`src/rtl/heat_grid_pkg.sv`:
```
// Shared definitions for the heat-grid host controller.
// Holds the grid size, the solver mode encodings driven onto ui_in[7:6],
// and the sequencing FSM state type.
package heat_grid_pkg;

  localparam int CELLS = 25;

  typedef enum logic [1:0] {
    MODE_RUN   = 2'b00,
    MODE_WRITE = 2'b01,
    MODE_READ  = 2'b10,
    MODE_CFG   = 2'b11
  } sol_mode_e;

  typedef enum logic [2:0] {
    IDLE,
    CFG_A,
    CFG_B,
    LOAD,
    RUN,
    RD_SET,
    RD_CAP,
    RD_HOLD
  } state_e;

endpackage

```
`src/rtl/heat_grid_host_if.sv`:
```
// Bundle of every non-clock signal of heat_grid_host.
//   control : start, abort, cfg_alpha, cfg_boundary, cfg_sweeps, busy, done
//   load    : ld_valid, ld_ready, ld_data   (initial temperatures, cell 0 first)
//   readback: rb_valid, rb_ready, rb_data, rb_idx, rb_last
//   solver  : sol_mode, sol_addr, sol_wdata, sol_rdata
// master = the host controller, slave = whoever drives it (and models the solver).
interface heat_grid_host_if #(
  parameter int SWEEP_W = 8
);
  logic               start;
  logic               abort;
  logic [2:0]         cfg_alpha;
  logic [3:0]         cfg_boundary;
  logic [SWEEP_W-1:0] cfg_sweeps;
  logic               ld_valid;
  logic               ld_ready;
  logic [3:0]         ld_data;
  logic               rb_valid;
  logic               rb_ready;
  logic [3:0]         rb_data;
  logic [4:0]         rb_idx;
  logic               rb_last;
  logic [1:0]         sol_mode;
  logic [4:0]         sol_addr;
  logic [7:0]         sol_wdata;
  logic [3:0]         sol_rdata;
  logic               busy;
  logic               done;

  modport master (
    input  start, abort, cfg_alpha, cfg_boundary, cfg_sweeps,
    input  ld_valid, ld_data, rb_ready, sol_rdata,
    output ld_ready, rb_valid, rb_data, rb_idx, rb_last,
    output sol_mode, sol_addr, sol_wdata, busy, done
  );

  modport slave (
    output start, abort, cfg_alpha, cfg_boundary, cfg_sweeps,
    output ld_valid, ld_data, rb_ready, sol_rdata,
    input  ld_ready, rb_valid, rb_data, rb_idx, rb_last,
    input  sol_mode, sol_addr, sol_wdata, busy, done
  );
endinterface

```
`src/rtl/hg_rb_reg.sv`:
```
// Ready/valid output register for the readback stream.
// Ports: clk, rst_n; i_clr (drop valid), i_load (capture a beat),
//        i_data/i_idx/i_last (beat payload), i_ready (sink ready);
//        o_valid/o_data/o_idx/o_last (registered stream outputs).
module hg_rb_reg (
  input  logic       clk,
  input  logic       rst_n,
  input  logic       i_clr,
  input  logic       i_load,
  input  logic [3:0] i_data,
  input  logic [4:0] i_idx,
  input  logic       i_last,
  input  logic       i_ready,
  output logic       o_valid,
  output logic [3:0] o_data,
  output logic [4:0] o_idx,
  output logic       o_last
);
  logic       r_valid;
  logic [3:0] r_data;
  logic [4:0] r_idx;
  logic       r_last;

  always_ff @(posedge clk or negedge rst_n) begin
    if (!rst_n) begin
      r_valid <= 1'b0;
      r_data  <= '0;
      r_idx   <= '0;
      r_last  <= 1'b0;
    end else if (i_clr) begin
      r_valid <= 1'b0;
    end else if (i_load) begin
      r_valid <= 1'b1;
      r_data  <= i_data;
      r_idx   <= i_idx;
      r_last  <= i_last;
    end else if (r_valid && i_ready) begin
      r_valid <= 1'b0;
    end
  end

  assign o_valid = r_valid;
  assign o_data  = r_data;
  assign o_idx   = r_idx;
  assign o_last  = r_last;
endmodule

```
`src/rtl/heat_grid_host.sv`:
```
// Host sequencer for the 5x5 heat-diffusion solver: configures it, streams
// the initial grid in, lets it run sweeps*CELLS cycles, then reads every cell
// back out over a ready/valid stream.
// Ports: clk, rst_n; bus (heat_grid_host_if.master) carrying control,
//        load stream, readback stream and the solver pin bus.
//
// state   | meaning
// IDLE    | solver parked in read mode, waiting for start
// CFG_A   | write alpha to config register 0
// CFG_B   | write boundary temperature to config register 1
// LOAD    | accept one cell per beat, write it on the following cycle
// RUN     | solver free-runs sweeps*CELLS cycles
// RD_SET  | present read address k, let solver output settle
// RD_CAP  | capture sol_rdata into the readback register
// RD_HOLD | wait for the readback handshake
module heat_grid_host #(
  parameter int CELLS   = heat_grid_pkg::CELLS,
  parameter int SWEEP_W = 8
) (
  input logic              clk,
  input logic              rst_n,
  heat_grid_host_if.master bus
);
  import heat_grid_pkg::*;

  localparam int               RUN_W   = SWEEP_W + 5;
  localparam logic [4:0]       LAST_K  = 5'(CELLS - 1);
  localparam logic [4:0]       END_K   = 5'(CELLS);
  localparam logic [RUN_W-1:0] RUN_ONE = RUN_W'(1);

  state_e             r_state;
  sol_mode_e          r_sol_mode;
  logic [4:0]         r_sol_addr;
  logic [7:0]         r_sol_wdata;
  logic               r_ld_ready;
  logic               r_busy;
  logic               r_done;
  logic [3:0]         r_bound;
  logic [SWEEP_W-1:0] r_sweeps;
  logic [4:0]         r_k;
  logic [RUN_W-1:0]   r_run_cnt;

  logic [RUN_W-1:0]   w_run_len;
  logic               w_rb_load;
  logic               w_rb_valid;
  logic [3:0]         w_rb_data;
  logic [4:0]         w_rb_idx;
  logic               w_rb_last;

  assign w_run_len = RUN_W'(r_sweeps) * RUN_W'(CELLS);
  assign w_rb_load = (r_state == RD_CAP);

  hg_rb_reg u_rb (
    .clk     (clk),
    .rst_n   (rst_n),
    .i_clr   (bus.abort),
    .i_load  (w_rb_load),
    .i_data  (bus.sol_rdata),
    .i_idx   (r_k),
    .i_last  (r_k == LAST_K),
    .i_ready (bus.rb_ready),
    .o_valid (w_rb_valid),
    .o_data  (w_rb_data),
    .o_idx   (w_rb_idx),
    .o_last  (w_rb_last)
  );

  always_ff @(posedge clk or negedge rst_n) begin
    if (!rst_n) begin
      r_state     <= IDLE;
      r_sol_mode  <= MODE_READ;
      r_sol_addr  <= '0;
      r_sol_wdata <= '0;
      r_ld_ready  <= 1'b0;
      r_busy      <= 1'b0;
      r_done      <= 1'b0;
      r_bound     <= '0;
      r_sweeps    <= '0;
      r_k         <= '0;
      r_run_cnt   <= '0;
    end else begin
      r_done <= 1'b0;
      if (bus.abort) begin
        r_state     <= IDLE;
        r_sol_mode  <= MODE_READ;
        r_sol_addr  <= '0;
        r_sol_wdata <= '0;
        r_ld_ready  <= 1'b0;
        r_busy      <= 1'b0;
        r_k         <= '0;
        r_run_cnt   <= '0;
      end else begin
        case (r_state)
          IDLE: begin
            if (bus.start) begin
              // alpha goes straight into the write-data register, which
              // holds it for the single cycle it is needed
              r_bound     <= bus.cfg_boundary;
              r_sweeps    <= bus.cfg_sweeps;
              r_sol_mode  <= MODE_CFG;
              r_sol_addr  <= 5'd0;
              r_sol_wdata <= {5'b0, bus.cfg_alpha};
              r_busy      <= 1'b1;
              r_k         <= '0;
              r_state     <= CFG_A;
            end
          end
          CFG_A: begin
            r_sol_mode  <= MODE_CFG;
            r_sol_addr  <= 5'd1;
            r_sol_wdata <= {4'b0, r_bound};
            r_state     <= CFG_B;
          end
          CFG_B: begin
            r_sol_mode  <= MODE_READ;
            r_sol_addr  <= '0;
            r_sol_wdata <= '0;
            r_k         <= '0;
            r_ld_ready  <= 1'b1;
            r_state     <= LOAD;
          end
          LOAD: begin
            r_sol_mode <= MODE_READ;
            if (r_k == END_K) begin
              // the last cell's write is on the bus this cycle
              r_k        <= '0;
              r_sol_addr <= '0;
              if (r_sweeps == '0) begin
                r_state <= RD_SET;
              end else begin
                r_sol_mode <= MODE_RUN;
                r_run_cnt  <= w_run_len;
                r_state    <= RUN;
              end
            end else if (bus.ld_valid && r_ld_ready) begin
              r_sol_mode  <= MODE_WRITE;
              r_sol_addr  <= r_k;
              r_sol_wdata <= {4'b0, bus.ld_data};
              r_k         <= r_k + 5'd1;
              if (r_k == LAST_K) r_ld_ready <= 1'b0;
            end
          end
          RUN: begin
            if (r_run_cnt == RUN_ONE) begin
              r_run_cnt  <= '0;
              r_sol_mode <= MODE_READ;
              r_sol_addr <= r_k;
              r_state    <= RD_SET;
            end else begin
              r_sol_mode <= MODE_RUN;
              r_run_cnt  <= r_run_cnt - RUN_ONE;
            end
          end
          RD_SET:  r_state <= RD_CAP;
          RD_CAP:  r_state <= RD_HOLD;
          RD_HOLD: begin
            if (w_rb_valid && bus.rb_ready) begin
              if (w_rb_last) begin
                r_done     <= 1'b1;
                r_busy     <= 1'b0;
                r_k        <= '0;
                r_sol_addr <= '0;
                r_state    <= IDLE;
              end else begin
                r_k        <= r_k + 5'd1;
                r_sol_addr <= r_k + 5'd1;
                r_state    <= RD_SET;
              end
            end
          end
          default: r_state <= IDLE;
        endcase
      end
    end
  end

  assign bus.sol_mode  = r_sol_mode;
  assign bus.sol_addr  = r_sol_addr;
  assign bus.sol_wdata = r_sol_wdata;
  assign bus.ld_ready  = r_ld_ready;
  assign bus.busy      = r_busy;
  assign bus.done      = r_done;
  assign bus.rb_valid  = w_rb_valid;
  assign bus.rb_data   = w_rb_data;
  assign bus.rb_idx    = w_rb_idx;
  assign bus.rb_last   = w_rb_last;
endmodule

```
`src/flat_wrapper.sv`:
```
// flat-port wrapper written by rule: the top's interface ports become plain ports
module heat_grid_host_flat import heat_grid_pkg::*;
#(
  parameter int CELLS   = heat_grid_pkg::CELLS,
  parameter int SWEEP_W = 8
)
  (clk, rst_n, bus_start, bus_abort, bus_cfg_alpha, bus_cfg_boundary, bus_cfg_sweeps, bus_ld_valid, bus_ld_data, bus_rb_ready, bus_sol_rdata, bus_ld_ready, bus_rb_valid, bus_rb_data, bus_rb_idx, bus_rb_last, bus_sol_mode, bus_sol_addr, bus_sol_wdata, bus_busy, bus_done);
  heat_grid_host_if #(.SWEEP_W(SWEEP_W)) bus_i ();
  input logic clk;
  input logic rst_n;
  input wire logic [$bits(bus_i.start)-1:0] bus_start;
  input wire logic [$bits(bus_i.abort)-1:0] bus_abort;
  input wire logic [$bits(bus_i.cfg_alpha)-1:0] bus_cfg_alpha;
  input wire logic [$bits(bus_i.cfg_boundary)-1:0] bus_cfg_boundary;
  input wire logic [$bits(bus_i.cfg_sweeps)-1:0] bus_cfg_sweeps;
  input wire logic [$bits(bus_i.ld_valid)-1:0] bus_ld_valid;
  input wire logic [$bits(bus_i.ld_data)-1:0] bus_ld_data;
  input wire logic [$bits(bus_i.rb_ready)-1:0] bus_rb_ready;
  input wire logic [$bits(bus_i.sol_rdata)-1:0] bus_sol_rdata;
  output wire logic [$bits(bus_i.ld_ready)-1:0] bus_ld_ready;
  output wire logic [$bits(bus_i.rb_valid)-1:0] bus_rb_valid;
  output wire logic [$bits(bus_i.rb_data)-1:0] bus_rb_data;
  output wire logic [$bits(bus_i.rb_idx)-1:0] bus_rb_idx;
  output wire logic [$bits(bus_i.rb_last)-1:0] bus_rb_last;
  output wire logic [$bits(bus_i.sol_mode)-1:0] bus_sol_mode;
  output wire logic [$bits(bus_i.sol_addr)-1:0] bus_sol_addr;
  output wire logic [$bits(bus_i.sol_wdata)-1:0] bus_sol_wdata;
  output wire logic [$bits(bus_i.busy)-1:0] bus_busy;
  output wire logic [$bits(bus_i.done)-1:0] bus_done;
  assign bus_i.start = bus_start;
  assign bus_i.abort = bus_abort;
  assign bus_i.cfg_alpha = bus_cfg_alpha;
  assign bus_i.cfg_boundary = bus_cfg_boundary;
  assign bus_i.cfg_sweeps = bus_cfg_sweeps;
  assign bus_i.ld_valid = bus_ld_valid;
  assign bus_i.ld_data = bus_ld_data;
  assign bus_i.rb_ready = bus_rb_ready;
  assign bus_i.sol_rdata = bus_sol_rdata;
  assign bus_ld_ready = bus_i.ld_ready;
  assign bus_rb_valid = bus_i.rb_valid;
  assign bus_rb_data = bus_i.rb_data;
  assign bus_rb_idx = bus_i.rb_idx;
  assign bus_rb_last = bus_i.rb_last;
  assign bus_sol_mode = bus_i.sol_mode;
  assign bus_sol_addr = bus_i.sol_addr;
  assign bus_sol_wdata = bus_i.sol_wdata;
  assign bus_busy = bus_i.busy;
  assign bus_done = bus_i.done;
  heat_grid_host #(.CELLS(CELLS), .SWEEP_W(SWEEP_W)) u_core (.clk(clk), .rst_n(rst_n), .bus(bus_i));
endmodule
```
`config.mk`:
```
export PLATFORM = sky130hd
export DESIGN_NAME = heat_grid_host_flat
export DESIGN_NICKNAME = d
export VERILOG_FILES = /design/src/rtl/heat_grid_pkg.sv /design/src/rtl/heat_grid_host_if.sv /design/src/rtl/hg_rb_reg.sv /design/src/rtl/heat_grid_host.sv /design/src/flat_wrapper.sv
export SDC_FILE = /design/constraint.sdc
export NUM_CORES = 1
export LEC_CHECK = 0
export ABC_CLOCK_PERIOD_IN_PS = 6100
export CAP_MARGIN = 0
export CELL_PAD_IN_SITES_DETAIL_PLACEMENT = 0
export CELL_PAD_IN_SITES_GLOBAL_PLACEMENT = 2
export CORE_ASPECT_RATIO = 0.5
export CORE_MARGIN = 1
export CORE_UTILIZATION = 37
export DETAILED_ROUTE_END_ITERATION = 6
export PLACE_DENSITY_LB_ADDON = 0.1
export SYNTH_ARGS = -nofsm -noshare
export SYNTH_HDL_FRONTEND = slang
export SYNTH_SLANG_ARGS = --single-unit
```
`constraint.sdc`:
```
create_clock -name clk -period 6.1 [get_ports clk]
set_input_delay 1.22 -clock clk [delete_from_list [all_inputs] [get_ports clk]]
set_output_delay 1.22 -clock clk [all_outputs]
set_load 0.03 [all_outputs]
```
==> load_flow_metrics.sql, run 1 <==
INSERT INTO impl_metrics (metric_group, metric, value, unit) VALUES
('logic_synthesis', 'yosys-top-cells-count', 'dfrtp_1 (57), ha_1 (41), nand2_1 (33), nor2_1 (31)', ''),
('sta', 'setup_total_negative_slack', '0', 'ns'),
('cts', 'htree_num_levels', '3', ''),
('route', 'detailroute.via_count', '3516', ''),
('logic_synthesis', 'ys_warn_count', '0', ''),
('cts', 'cts_buffers', '9', ''),
('power_and_ir_drop', 'p_int', '1.53', 'mW'),
('logic_synthesis', 'synth_flop_cell', 'dfrtp_1', ''),
('route', 'wl', '10800', 'microns'),
('status', 'violated_checks', 'design-rule violations', ''),
('run', 'maxcap_viol_count', '0', ''),
('logic_synthesis', 'synth_area', '4170', 'sq um'),
('logic_synthesis', 'synth_top_cell_area_share', '34.2', '%'),
('logic_synthesis', 'postSynthRegisterBits', '58', ''),
('cts', 'postCtsHoldBufs', '0', ''),
('power_and_ir_drop', 'power.static_leakage', '2.25', 'nW'),
('route', 'antenna_left', '0', ''),
('route', 'detail_route.first_pass.iterations', '6', ''),
('grt', 'maximum_number_of_pins_on_one_net_before_global_route_repair', '59', ''),
('layout', 'area_growth_syn_to_fin', '21.6', '%'),
('worst_setup_path', 'worstPathMaxFanout', '15', ''),
('sta', 'timing_max_transition_violations_final', '0', ''),
('sta', 'timing.final.ws_setup', '2.66', 'ns'),
('power_and_ir_drop', 'switchingPower', '1.17', 'mW'),
('logic_synthesis', 'async_reset_ff_share', '100', '%'),
('floorplanning', 'die_area', '11700', 'sq um'),
('cts', 'postCtsResizedCells', '0', ''),
('power_and_ir_drop', 'p_comb_share', '59.2', '%'),
('logic_synthesis', 'synthesis.area_per_instance', '9.45', 'sq um'),
('sta', 'rsz0062_at_grt', 'false', ''),
('grt', 'grt_use_total', '19.7', '%'),
('status', 'status', 'finished with violations', ''),
('floorplanning', 'core-area', '10600', 'sq um'),
('worst_setup_path', 'setup.worst_path.start', 'bus_abort', ''),
('power_and_ir_drop', 'power.share.sequential', '21.0', '%'),
('placed_design', 'port-buffer-count', '53', ''),
('floorplanning', 'floorplan.rows', '26', ''),
('power_and_ir_drop', 'power.ir.vdd_worst', '0.440', 'mV'),
('route', 'detail_route.drc_violations', '8', ''),
('min_path', 'hold_start', 'u_core.u_rb.o_idx[0]', ''),
('placed_design', 'hpwl', '8020', 'microns'),
('worst_setup_path', 'timing.critical_path.required', '6.31', 'ns'),
('logic_synthesis', 'ys_types', '79', ''),
('min_path', 'min-delay-path-class', 'reg -> reg', ''),
('floorplanning', 'floorplan.initialDensity', '39.4', '%'),
('worst_setup_path', 'critical_path.reg2reg.startpoint', 'u_core.r_sweeps[2]', ''),
('logic_synthesis', 'synth_cells', '441', ''),
('power_and_ir_drop', 'power_per_cell_area', '533', 'nW/um^2'),
('sta', 'tightest_slew', '0.842', 'ns'),
('route', 'drtIter0Drc', '195', ''),
('worst_setup_path', 'category_of_the_worst_setup_path_launch_point', 'primary input', ''),
('cts', 'clock_sink_count', '58', ''),
('sta', 'final_period_minus_worst_setup_slack', '3.44', 'ns'),
('worst_setup_path', 'setup.worst_path.class', 'in -> reg', ''),
('cts', 'cts_max_path_buffers', '2', ''),
('sta', 'finClkSkew', '0.00339', 'ns'),
('cts', 'cts.clk_slew.worst_paths', '0.05', 'ns'),
('logic_synthesis', 'synth_enable_flop_cells', '0', ''),
('cts', 'clock_latency', '0.33', 'ns'),
('placed_design', 'gp_weighted_congestion', '0.899', ''),
('grt', 'grt_first_pass_wirelength', '18100', 'microns'),
('floorplanning', 'die_x', '152', 'microns'),
('sta', 'finalSetupViolations', '0', ''),
('route', 'wire_per_inst', '17.2', 'microns'),
('cts', 'clockRootBuffer', 'clkbuf_16', ''),
('worst_setup_path', 'cp_data_arrival_time', '3.65', 'ns'),
('power_and_ir_drop', 'clock_share_of_power', '19.8', '%'),
('floorplanning', 'floorplan.die.height', '77.0', 'microns'),
('grt', 'grt_pass1_vias', '3452', ''),
('worst_setup_path', 'endpoint_kind', 'flop', ''),
('sta', 'timing.final.crit_share', '56.3', '%');
## registers in the layout (all words and copies together) (netlist names)
| register | flops |
|---|---|
| u_core.bus.sol_addr | 5 |
| u_core.u_rb.o_last | 1 |
| u_core.r_state | 3 |
| u_core.bus.busy | 1 |
| u_core.u_rb.o_idx | 5 |
| u_core.bus.sol_mode | 2 |
| u_core.r_sweeps | 8 |
| u_core.bus.done | 1 |
| u_core.r_k | 5 |
| u_core.bus.sol_wdata | 4 |
| u_core.bus.ld_ready | 1 |
| u_core.u_rb.o_valid | 1 |
| u_core.r_bound | 4 |
| u_core.u_rb.o_data | 4 |
| u_core.r_run_cnt | 13 |
## final cells by class
type                       instances  area, sq um
sequential                        58         1450
clock buffer                      11          243
inverter                          30          113
clock inverter                     3         65.1
tap                              140          175
timing repair buffer              55          541
multi-input combinational        332         2480
fill                             976         5510
## placed cells by master (no fill, tap or decap), drive strengths merged, types with 11 or more instances in the layout
cell type,count
dfrtp,57
o21ai,34
clkbuf,11
inv,30
nor2,33
mux2,22
clkdlybuf4s50,52
nand2,33
a21oi,25
nand3,13
ha,41
## metrics by stage
step / area (sq um) / hold WS [ns] / util, % / std cells / total power [mW]
2_1_floorplan: 4180 / 0.459 / - / 444 / 1.74
3_3_place_gp: 4760 / 0.468 / 45.0 / 615 / 2.13
3_5_place_dp: 4760 / 0.478 / 45.0 / 615 / 2.17
4_1_cts: 5070 / 0.490 / 47.9 / 629 / 2.72
5_1_grt: 5070 / 0.501 / 47.9 / 629 / 2.95
6_report: 5070 / 0.481 / 47.9 / 629 / 2.70
## power by group through the flow
stage | sequential (mW) | combinational, mW | clock (mW)
detailed placement | 0.574 | 1.59 | 0
finish | 0.568 | 1.60 | 0.534
global placement | 0.570 | 1.56 | 0
global route | 0.584 | 1.80 | 0.564
floorplan | 0.605 | 1.13 | 0
CTS | 0.568 | 1.60 | 0.544
## final timing paths
path	to	slack [ns]	cells past startpoint
max reg2reg	u_core.r_run_cnt[10]	2.77	10
max	u_core.bus.sol_addr[1]	2.66	7
min reg2reg	u_core.u_rb.o_idx[0]	0.48	2
max in group asynchronous	u_core.u_rb.o_idx[0]	4.52	2
min in group asynchronous	u_core.u_rb.o_data[3]	1.04	2
min	u_core.u_rb.o_idx[0]	0.48	2
## critical path, cell delays in order
cell	delay, ns
clkdlybuf4s50_1	0.86
buf_4	0.31
nor4b_4	0.08
a41o_4	0.32
a21oi_1	0.13
and3_1	0.37
mux2_4	0.34
## metal layers
layer / track usage, % / part of all wire, %
met5: 0 / 0
met4: 5.20 / 1.1
met3: 4.30 / 4.0
met2: 31.6 / 45
met1: 26.8 / 50
## cells by family after synthesis
kind of cell | synth area share [%]
other | 0.0900
flip-flops | 34.9
XOR/XNOR | 1.05
AO/OA/AOI/OAI | 19.2
adder cells (fa/ha/maj) | 13.7
multiplexers | 7.36
buffers and inverters | 5.94
AND/OR/NAND/NOR | 17.8
No activity file was read; power rests on OpenSTA's default activity.
==> run 2, diff against run 1 <==
--- a/config.mk
+++ b/config.mk
@@ -5,13 +5,13 @@
 export SDC_FILE = /design/constraint.sdc
 export NUM_CORES = 1
 export LEC_CHECK = 0
-export ABC_CLOCK_PERIOD_IN_PS = 6100
+export ABC_CLOCK_PERIOD_IN_PS = 3300
 export CAP_MARGIN = 0
 export CELL_PAD_IN_SITES_DETAIL_PLACEMENT = 0
 export CELL_PAD_IN_SITES_GLOBAL_PLACEMENT = 2
 export CORE_ASPECT_RATIO = 0.5
 export CORE_MARGIN = 1
-export CORE_UTILIZATION = 37
+export CORE_UTILIZATION = 35
 export DETAILED_ROUTE_END_ITERATION = 6
 export PLACE_DENSITY_LB_ADDON = 0.1
 export SYNTH_ARGS = -nofsm -noshare
==> constraint.sdc (replaced) <==
create_clock -name clk -period 3.3 [get_ports clk]
set_input_delay 0.66 -clock clk [delete_from_list [all_inputs] [get_ports clk]]
set_output_delay 0.66 -clock clk [all_outputs]
set_load 0.03 [all_outputs]
==> run 2 against run 1 <==
Effect of this change: the run now ends clean; sequential cell count is the same; first-iteration DRC count grew 7.2%; cell area is 1.7% higher; count of clock-buffer cells in the layout is 2 higher; power grew 85%; non-clock buffer count is 12 higher; worst hold slack is essentially flat; clock skew increased by 0.0032 ns; critical endpoint is now u_core.r_run_cnt[10]; register-to-register slack got worse by 2.6 ns.
==> load_flow_metrics.sql, run 2 (same netlist as run 1, synthesis figures left out) <==
INSERT INTO impl_metrics (metric_group, metric, value, unit) VALUES
('cts', 'clock_sink_count', '58', ''),
('route', 'avgViaCountPerCell', '5.33', ''),
('route', 'drtIter0Drc', '209', ''),
('floorplanning', 'die_x', '156', 'microns'),
('worst_setup_path', 'timing.critical_path.cells', 'inv_1, ha_1, ha_1, fa_1, ha_4, nor2b_1, o2111a_1, or4_1, a31oi_1, o21ai_1', ''),
('cts', 'clock_latency', '0.33', 'ns'),
('sta', 'finClkSkew', '0.00658', 'ns'),
('layout', 'final-instance-count-excl-fill', '662', ''),
('worst_setup_path', 'setup.reg_to_reg.worst_slack', '0.15', 'ns'),
('layout', 'layout.nets', '571', ''),
('layout', 'commonest_non_fill_non_tap_cell_in_the_layout', 'dfrtp_1', ''),
('layout', 'n_fill_cell', '1122', ''),
('sta', 'timing.final.crit_share', '95.5', '%'),
('grt', 'grt_first_pass_wirelength', '18000', 'microns'),
('layout', 'area_growth_syn_to_fin', '23.7', '%'),
('route', 'detail_route.first_pass.iterations', '4', ''),
('power_and_ir_drop', 'total_power', '5.01', 'mW'),
('worst_setup_path', 'cp_data_arrival_time', '3.35', 'ns'),
('worst_setup_path', 'setup.worst_path.class', 'reg -> reg', ''),
('grt', 'grt_pass1_vias', '3379', ''),
('sta', 'timing.final.ws_setup', '0.147', 'ns'),
('worst_setup_path', 'critical_path.most_common_cell', 'ha_1', ''),
('worst_setup_path', 'slowest_stage_delay_cp', '0.59', 'ns'),
('status', 'status', 'finished, final reports clean', ''),
('layout', 'drive_gt1_share', '11.7', '%'),
('grt', 'maximum_number_of_pins_on_one_net_before_global_route_repair', '46', ''),
('placed_design', 'hpwl', '8130', 'microns'),
('worst_setup_path', 'category_of_the_worst_setup_path_launch_point', 'flop', ''),
('min_path', 'whs_path_depth', '2', ''),
('placed_design', 'dp.cells', '642', ''),
('min_path', 'timing.hold.worst_endpoint', 'u_core.u_rb.o_idx[0]', ''),
('route', 'detail_route.drc_violations', '0', ''),
('route', 'antenna_left', '0', ''),
('sta', 'timing_hold_violations_final', '0', ''),
('worst_setup_path', 'worstReg2RegEnd', 'u_core.r_run_cnt[10]', ''),
('grt', 'grt_use_total', '19.1', '%'),
('layout', 'registers_with_the_highest_flip_flop_counts', 'u_core.r_run_cnt x13, u_core.r_sweeps x8', ''),
('sta', 'max_freq', '317', 'MHz'),
('placed_design', 'port-buffer-count', '53', ''),
('cts', 'postCtsHoldBufs', '0', ''),
('worst_setup_path', 'timing.critical_path.max_delay_family', 'adder cells', ''),
('cts', 'cts.clk_slew.worst_paths', '0.05', 'ns'),
('sta', 'rsz0062_at_grt', 'false', ''),
('worst_setup_path', 'timing.critical_path.required', '3.50', 'ns'),
('route', 'detailroute.via_count', '3526', ''),
('floorplanning', 'boundaryPins', '58', ''),
('worst_setup_path', 'critical_path.reg2reg.startpoint', 'u_core.r_sweeps[2]', ''),
('sta', 'setup_total_negative_slack', '0', 'ns'),
('min_path', 'hold_start', 'u_core.u_rb.o_idx[0]', ''),
('sta', 'timing_max_transition_violations_final', '0', ''),
('cts', 'cts_max_path_buffers', '2', ''),
('floorplanning', 'floorplan.die.height', '79.2', 'microns'),
('sta', 'timing.slew.headroom', '31.3', '%'),
('layout', 'largest_register_ff_count', '13', ''),
('layout', 'leading_cell_types_in_the_layout_fill_and_taps_excluded', 'dfrtp_1 (57), clkdlybuf4s50_1 (52), ha_1 (40)', ''),
('cts', 'cts_buffers', '9', ''),
('worst_setup_path', 'worstPathMaxFanout', '4', ''),
('power_and_ir_drop', 'power_per_cell_area', '972', 'nW/um^2'),
('worst_setup_path', 'timing.reg2reg.worst_path_depth', '10', ''),
('floorplanning', 'floorplan.initialDensity', '36.9', '%'),
('grt', 'grt_antenna_before_repair', '0', ''),
('cts', 'clockRootBuffer', 'clkbuf_16', ''),
('grt', 'grt_overflow', '0', ''),
('power_and_ir_drop', 'power.static_leakage', '2.29', 'nW'),
('placed_design', 'post-place-ws', '0.0904', 'ns'),
('power_and_ir_drop', 'power.ir.vdd_worst', '0.789', 'mV'),
('route', 'wl', '10900', 'microns'),
('floorplanning', 'die_area', '12400', 'sq um'),
('worst_setup_path', 'endpoint_kind', 'flop', ''),
('cts', 'cts_tree', 'done', ''),
('worst_setup_path', 'path_buf_inv', '1', ''),
('run', 'maxcap_viol_count', '0', ''),
('floorplanning', 'floorplan.rows', '27', ''),
('sta', 'tightest_slew', '1.03', 'ns'),
('cts', 'htree_num_levels', '3', ''),
('sta', 'final_period_minus_worst_setup_slack', '3.15', 'ns'),
('sta', 'finalSetupViolations', '0', ''),
('floorplanning', 'core-area', '11300', 'sq um'),
('route', 'wire_per_inst', '16.4', 'microns'),
('worst_setup_path', 'cpMaxStageDelayCell', 'fa_1', ''),
('layout', 'register_ranked_first_by_flip_flop_count', 'u_core.r_run_cnt', ''),
('layout', 'antenna_diode_instance_count', '0', ''),
('min_path', 'min-delay-path-class', 'reg -> reg', ''),
('placed_design', 'gp_weighted_congestion', '0.814', '');
run 2: metrics by stage:
step / instance area, sq um / hold slack, ns / util (%)
after floorplan: 4180 / 0.364 / -
after global placement: 4840 / 0.466 / 42.9
after detailed placement: 4840 / 0.478 / 42.9
after CTS: 5110 / 0.490 / 45.3
after global routing: 5150 / 0.513 / 45.7
final: 5150 / 0.481 / 45.7
run 2: what timing repair did:
| item | in CTS | in global routing |
|---|---|---|
| gates resized for setup | 0 | 1 |
| buffers inserted | 0 | 4 |
| endpoints found under the setup margin | 0 | 2 |
run 2: layer usage:
metal,vias to the layer above,GRT usage (%),share of wire (%)
met1,1687,26.5,52
met3,14,4.09,5.2
met2,102,29.6,41
met5,-,0,0
li1,1723,-,-
met4,0,5.88,1.4
run 2: power by group:
group	internal (mW)	switching [mW]
clock	0.526	0.330
combinational	1.39	1.74
sequential	0.881	0.148
run 2: how the worst max path moves through the flow:
stage                       start                   end  slack (ns)  cells after the start
5_1_grt        u_core.r_sweeps[2]   u_core.r_run_cnt[8]        0.01                     11
3_3_place_gp   u_core.r_sweeps[2]  u_core.r_run_cnt[10]        0.17                     10
2_1_floorplan  u_core.r_sweeps[2]  u_core.r_run_cnt[10]        0.27                     10
3_5_place_dp   u_core.r_sweeps[2]  u_core.r_run_cnt[10]        0.09                     10
6_report       u_core.r_sweeps[2]  u_core.r_run_cnt[10]        0.15                     10
4_1_cts        u_core.r_sweeps[2]  u_core.r_run_cnt[10]        0.08                     10
run 2: cell type report:
class / count / area [sq um] / area share, %
multi-input cells: 332 / 2490 / 48.3
flip-flops and latches: 58 / 1450 / 28.2
repair buffers: 67 / 631 / 12.2
clock buffers: 13 / 250 / 4.86
well taps: 159 / 199 / 3.86
inverters: 30 / 113 / 2.18
clock inverters: 3 / 17.5 / 0.340
run 2: worst min-delay path: stages, from the launching register on:
cell and delay (ns):
dfrtp_1 0.34, nand2_1 0.05, o21ai_0 0.06
